--- src/rtl/buff_diff_pkg.sv ---
// rtl/buff_diff_pkg.sv - status word layout and shared widths for the ring fill tracker
package buff_diff_pkg;

  localparam int WM_BIT    = 31;
  localparam int OVF_BIT   = 30;
  localparam int ERR_BIT   = 29;
  localparam int FULL_BIT  = 28;
  localparam int DROP_LSB  = 20;
  localparam int IDLE_BIT  = 19;
  localparam int EMPTY_BIT = 18;
  localparam int DIFF_W    = 17;

  localparam int DROP_W    = 8;
  localparam int PTR_W_MAX = 16;

  localparam logic [DROP_W-1:0] DROP_MAX = '1;

  typedef logic [31:0] status_t;

endpackage

--- src/rtl/buff_idle_timer.sv ---
// rtl/buff_idle_timer.sv - saturating idle counter, expired once TIMEOUT clocks pass without a clear
module buff_idle_timer #(
  parameter int TIMEOUT = 50000
) (
  input  logic clk,
  input  logic reset_n,
  input  logic i_clear,
  input  logic i_enable,
  output logic o_expired
);

  localparam int CNT_W = $clog2(TIMEOUT + 1);
  localparam logic [CNT_W-1:0] LIMIT = CNT_W'(TIMEOUT);

  logic [CNT_W-1:0] r_cnt;

  always_ff @(posedge clk) begin
    if (!reset_n) begin
      r_cnt <= '0;
    end else if (i_clear) begin
      r_cnt <= '0;
    end else if (i_enable && (r_cnt != LIMIT)) begin
      r_cnt <= r_cnt + CNT_W'(1);
    end
  end

  assign o_expired = (r_cnt == LIMIT);

endmodule

--- src/rtl/buff_diff_tracker.sv ---
// rtl/buff_diff_tracker.sv - write pointer, fill level and packed status word for the HPS event ring
module buff_diff_tracker #(
  parameter int PTR_W   = 12,
  parameter int TIMEOUT = 50000
) (
  input  logic             clk,
  input  logic             reset_n,
  input  logic             wr_strobe,
  output logic             wr_ready,
  input  logic [PTR_W:0]   rd_ptr,
  input  logic [PTR_W:0]   thresh,
  input  logic             clr_sticky,
  output logic [PTR_W:0]   wr_ptr,
  output logic [31:0]      buff_diff_out
);

  import buff_diff_pkg::*;

  localparam logic [PTR_W:0] DEPTH = {1'b1, {PTR_W{1'b0}}};

  logic [PTR_W:0]     r_wr_ptr;
  logic               r_ovf;
  logic               r_err;
  logic [DROP_W-1:0]  r_drop;
  status_t            r_status;

  logic [PTR_W:0]     w_diff;
  logic               w_bad;
  logic               w_full;
  logic               w_empty;
  logic               w_accept;
  logic               w_drop;
  logic               w_wm;
  logic               w_idle;
  status_t            w_status;

  // Any distance beyond DEPTH means the HPS pointer is ahead of us: treat as full.
  assign w_diff   = r_wr_ptr - rd_ptr;
  assign w_bad    = (w_diff > DEPTH);
  assign w_full   = (w_diff == DEPTH) || w_bad;
  assign w_empty  = (w_diff == '0);
  assign w_accept = wr_strobe && !w_full;
  assign w_drop   = wr_strobe && w_full;
  assign w_wm     = (thresh != '0) && (w_diff >= thresh) && !w_bad;

  assign wr_ready      = !w_full;
  assign wr_ptr        = r_wr_ptr;
  assign buff_diff_out = r_status;

  buff_idle_timer #(
    .TIMEOUT (TIMEOUT)
  ) u_idle_timer (
    .clk       (clk),
    .reset_n   (reset_n),
    .i_clear   (w_accept || w_empty),
    .i_enable  (!w_empty),
    .o_expired (w_idle)
  );

  always_comb begin
    w_status                          = '0;
    w_status[WM_BIT]                  = w_wm;
    w_status[OVF_BIT]                 = r_ovf;
    w_status[ERR_BIT]                 = r_err;
    w_status[FULL_BIT]                = w_full;
    w_status[DROP_LSB +: DROP_W]      = r_drop;
    w_status[IDLE_BIT]                = w_idle;
    w_status[EMPTY_BIT]               = w_empty;
    w_status[DIFF_W-1:0]              = DIFF_W'(w_diff);
  end

  // Set events beat a concurrent clr_sticky so no drop goes unrecorded.
  always_ff @(posedge clk) begin
    if (!reset_n) begin
      r_wr_ptr <= '0;
      r_ovf    <= 1'b0;
      r_err    <= 1'b0;
      r_drop   <= '0;
      r_status <= '0;
    end else begin
      if (w_accept) begin
        r_wr_ptr <= r_wr_ptr + (PTR_W+1)'(1);
      end
      r_ovf <= w_drop || (r_ovf && !clr_sticky);
      r_err <= w_bad  || (r_err && !clr_sticky);
      if (w_drop) begin
        if (clr_sticky) begin
          r_drop <= DROP_W'(1);
        end else if (r_drop != DROP_MAX) begin
          r_drop <= r_drop + DROP_W'(1);
        end
      end else if (clr_sticky) begin
        r_drop <= '0;
      end
      r_status <= w_status;
    end
  end

endmodule

--- config.mk ---
export PLATFORM = sky130hd
export DESIGN_NAME = buff_diff_tracker
export DESIGN_NICKNAME = d
export VERILOG_FILES = /design/src/rtl/buff_diff_pkg.sv /design/src/rtl/buff_idle_timer.sv /design/src/rtl/buff_diff_tracker.sv
export SDC_FILE = /design/constraint.sdc
export NUM_CORES = 1
export LEC_CHECK = 0
export BUFFER_PORTS_ARGS = -buffer_cell sky130_fd_sc_hd__buf_2
export CORE_AREA = 2 2 88 90
export DETAILED_ROUTE_END_ITERATION = 7
export DIE_AREA = 0 0 90 92
export PLACE_DENSITY_LB_ADDON = 0.15
export SYNTH_ARGS = -nofsm -noshare
export SYNTH_HDL_FRONTEND = slang
export SYNTH_SLANG_ARGS = --single-unit
export TNS_END_PERCENT = 5
--- constraint.sdc ---
create_clock -name clk -period 3.7 [get_ports clk]
set_clock_uncertainty 0.1 [all_clocks]
set_input_delay 0.37 -clock clk [delete_from_list [all_inputs] [get_ports clk]]
set_output_delay 0.37 -clock clk [all_outputs]
set_load 0.02 [all_outputs]
==> flow_metrics.py <==
metrics = {
    "synth": {
        "synthAdderAreaFrac_pct": 9.36,
        "postSynthCellCount": 463,
        "synth.area.mux_share_pct": 4.11,
        "synth_edf_count": 0,
        "synthFlopType": "dfxtp_1",
        "avgSynthCellArea_um2": 8.54,
        "ys_seq_area_share_pct": 33.4,
        "yosys_warnings": 0,
        "netlist.area_leader.share_pct": 33.4,
        "synthSimpleGateAreaFrac_pct": 27.9,
        "synth_area_leaders": "dfxtp_1 (33%), ha_1 (8.9%), nand2_1 (4.0%)",
        "synth_compound_area_share_pct": 11.7,
        "ys_ff_latch": 66,
        "synth_area_um2": 3960,
        "synth_top_family_by_area": "simple AND/OR/NAND/NOR gates",
        "synthXorXnorAreaFrac_pct": 6.67,
        "async_reset_ff_share_pct": 0,
        "synth_top_area_cell": "dfxtp_1",
        "yosysUniqueCellTypes": 61,
    },
    "timing": {
        "holdWs_ns": 0.184,
        "fin_ws_ns": 0.398,
        "worstMarginPinSlew_ns": 0.686,
        "setup-tns-final_ns": 0,
        "finalSetupViolCount": 0,
        "rsz0062_at_grt": "no",
        "fmax_mhz": 303,
        "drv_slew": 0,
        "hold_viol": 0,
        "fin_crit_ns": 3.30,
        "relSlewSlack_pct": 54.2,
        "fin_crit_sh_pct": 89.2,
    },
    "hold_path": {
        "min-delay-path-class": "input port to register",
    },
    "power": {
        "finalPower_mw": 1.70,
        "p_sw_uw": 441,
        "seq_power_share_pct": 43.3,
        "powerDensity_nw_per_um2": 369,
        "p_int_mw": 1.26,
        "vdd_ir_drop_max_uv": 164,
        "clkPwrFrac_pct": 43.9,
        "leakage_nw": 2.11,
        "p_comb_share_pct": 12.9,
        "switching_share_pct": 25.9,
    },
    "detailed_routing": {
        "initialDrtViolationCount": 112,
        "routedWlPerCell_um": 13.7,
        "via_per_inst": 5.30,
        "dr.pass1.iters": 5,
        "vias": 3383,
        "drt_wl_total_mm": 8.77,
        "antenna_left": 0,
        "drc": 0,
    },
    "global_routing": {
        "grtUsageMet2_pct": 36.0,
        "grt_pass1_wl_mm": 14.9,
        "top_usage_layer": "met2",
        "grt_use_met3_pct": 4.52,
        "overflow": 0,
        "grt_max_degree": 43,
        "antenna_found_initial": 0,
        "grt_pass1_vias": 3266,
        "track_usage_pct": 22.0,
        "met1_usage_pct": 28.9,
    },
    "clock_network": {
        "clock_sinks": 66,
        "clkLatencyLatePin_ns": 0.35,
        "root_buffer": "clkbuf_8",
        "cts_tree": "done",
        "postCtsSetupBuffers": 0,
        "clk_pin_slew_ns": 0.08,
        "numCtsBuffers": 9,
        "holdBufCountCts": 0,
        "cts_max_level": 3,
        "cts-resized-gates": 0,
        "max-clock-path-buffers": 2,
    },
    "floorplanning": {
        "die_area_um2": 8280,
        "die_h_um": 92,
        "start_util_pct": 53.1,
        "pin_count": 76,
        "core_area_um2": 7450,
        "rows": 32,
        "die_w_um": 90,
    },
    "place": {
        "port_buffers": 70,
        "hpwl_mm": 6.50,
        "place_inst": 622,
        "place_area_um2": 4370,
        "place_ws_ns": 0.375,
        "gp_congestion": 0.853,
    },
    "layout": {
        "utilization_pct": 62.0,
        "drive_gt1_share_pct": 22.4,
        "fillers": 674,
        "stdcell_area_um2": 4620,
        "nets": 590,
        "n_antenna_cell": 0,
        "final_cells": 638,
        "synthToLayoutAreaGrowth_pct": 16.7,
    },
    "critical_path": {
        "cp_max_fo": 5,
        "crit_arrival_ns": 3.43,
        "worstPathRequired_ns": 3.83,
        "start_kind": "register",
        "cp-end-kind": "register",
        "crit_type": "register to register",
    },
    "job": {
        "cap_viol_max_count": 0,
    },
    "run_status": {
        "status": "finished, final reports clean",
    },
}
[worst paths after layout]
| path | start | endpoint | slack, ns | cells past startpoint |
|---|---|---|---|---|
| hold reg to reg | r_err | buff_diff_out[29] | 0.34 | 2 |
| hold / removal | clr_sticky | r_err | 0.18 | 2 |
| setup / recovery | wr_ptr[0] | buff_diff_out[31] | 0.40 | 13 |
| setup reg to reg | wr_ptr[0] | buff_diff_out[31] | 0.40 | 13 |
[flip-flops by register name (all words and copies together), names as in the netlist]
register,cells
u_idle_timer.r_cnt,16
r_ovf,1
r_drop,8
buff_diff_out,27
wr_ptr,13
r_err,1
[synthesized netlist by cell type, drive strengths merged (3+ instances only)]
| cell | n |
|---|---|
| o31ai | 3 |
| nor2b | 5 |
| and3 | 8 |
| o21a | 4 |
| buf | 11 |
| nor4 | 21 |
| nand3 | 11 |
| nand2 | 43 |
| a211oi | 3 |
| nor2 | 38 |
| nor3 | 6 |
| nand2b | 11 |
| nand4 | 19 |
| a31oi | 4 |
| xnor2 | 17 |
| mux2i | 14 |
| ha | 28 |
| clkbuf | 9 |
| xor2 | 11 |
| a21oi | 16 |
| or3 | 5 |
| o21ai | 14 |
| a31o | 5 |
| and2 | 19 |
| dfxtp | 66 |
| inv | 41 |
[worst max-delay path: stages (launching register included)]
cell	delay, ns
dfxtp_1	0.39
inv_1	0.08
ha_1	0.23
fa_1	0.45
nor2b_4	0.15
o31ai_1	0.09
a2111o_2	0.49
nand2_4	0.14
xnor2_4	0.15
inv_2	0.10
ha_1	0.20
or3_1	0.34
a31oi_1	0.19
a211oi_2	0.09
[cell families after synthesis]
group / count (synthesis)
buffers and inverters: 62
AOI/OAI and AO/OA: 67
other: 1
muxes: 16
DFF: 66
adders and majority gates: 29
xor gates and xnor gates: 28
and+or+nand+nor: 194
[placed cells by master (no fill, tap or decap), drive strengths merged, types with 4 or more instances in the layout]
master | netlist | layout
nor3 | 6 | 6
nor2b | 5 | 5
nand4 | 19 | 19
nor2 | 38 | 38
a21oi | 16 | 16
and2 | 19 | 19
nand2 | 43 | 43
nand3 | 11 | 11
ha | 28 | 28
o21a | 4 | 4
and3 | 8 | 8
or3 | 5 | 5
a31o | 5 | 5
xnor2 | 17 | 17
nand2b | 11 | 11
inv | 41 | 42
o21ai | 14 | 14
xor2 | 11 | 11
buf | 11 | 73
nor4 | 21 | 21
dfxtp | 66 | 66
mux2i | 14 | 14
conb | 1 | 5
a31oi | 4 | 4
clkbuf | 9 | 10
[area by class of cell]
cell class                 instances  area (um2)  area share (%)
timing repair buffer              73         373            8.08
multi-input combinational        339        2390            51.9
tap                              102         128            2.76
clock inverter                     6         114            2.47
clock buffer                      10         128            2.76
inverter                          42         158            3.42
sequential                        66        1320            28.6
[metal layers]
metal | share of wire [%] | routed length, um | vias up
met3 | 4.1 | 358 | 7
met2 | 46 | 4050 | 64
met4 | 1.2 | 102 | 0
met1 | 49 | 4260 | 1559
met5 | 0 | 0 | -
li1 | - | - | 1753
[power groups by stage]
stage,clock (mW),sequential (mW),combinational [mW]
floorplan,0,0.771,0.139
global placement,0,0.753,0.215
detailed placement,0,0.754,0.219
CTS,0.761,0.737,0.220
global route,0.787,0.739,0.247
finish,0.747,0.737,0.219
Note: power is estimated with default switching activity, not from simulation.
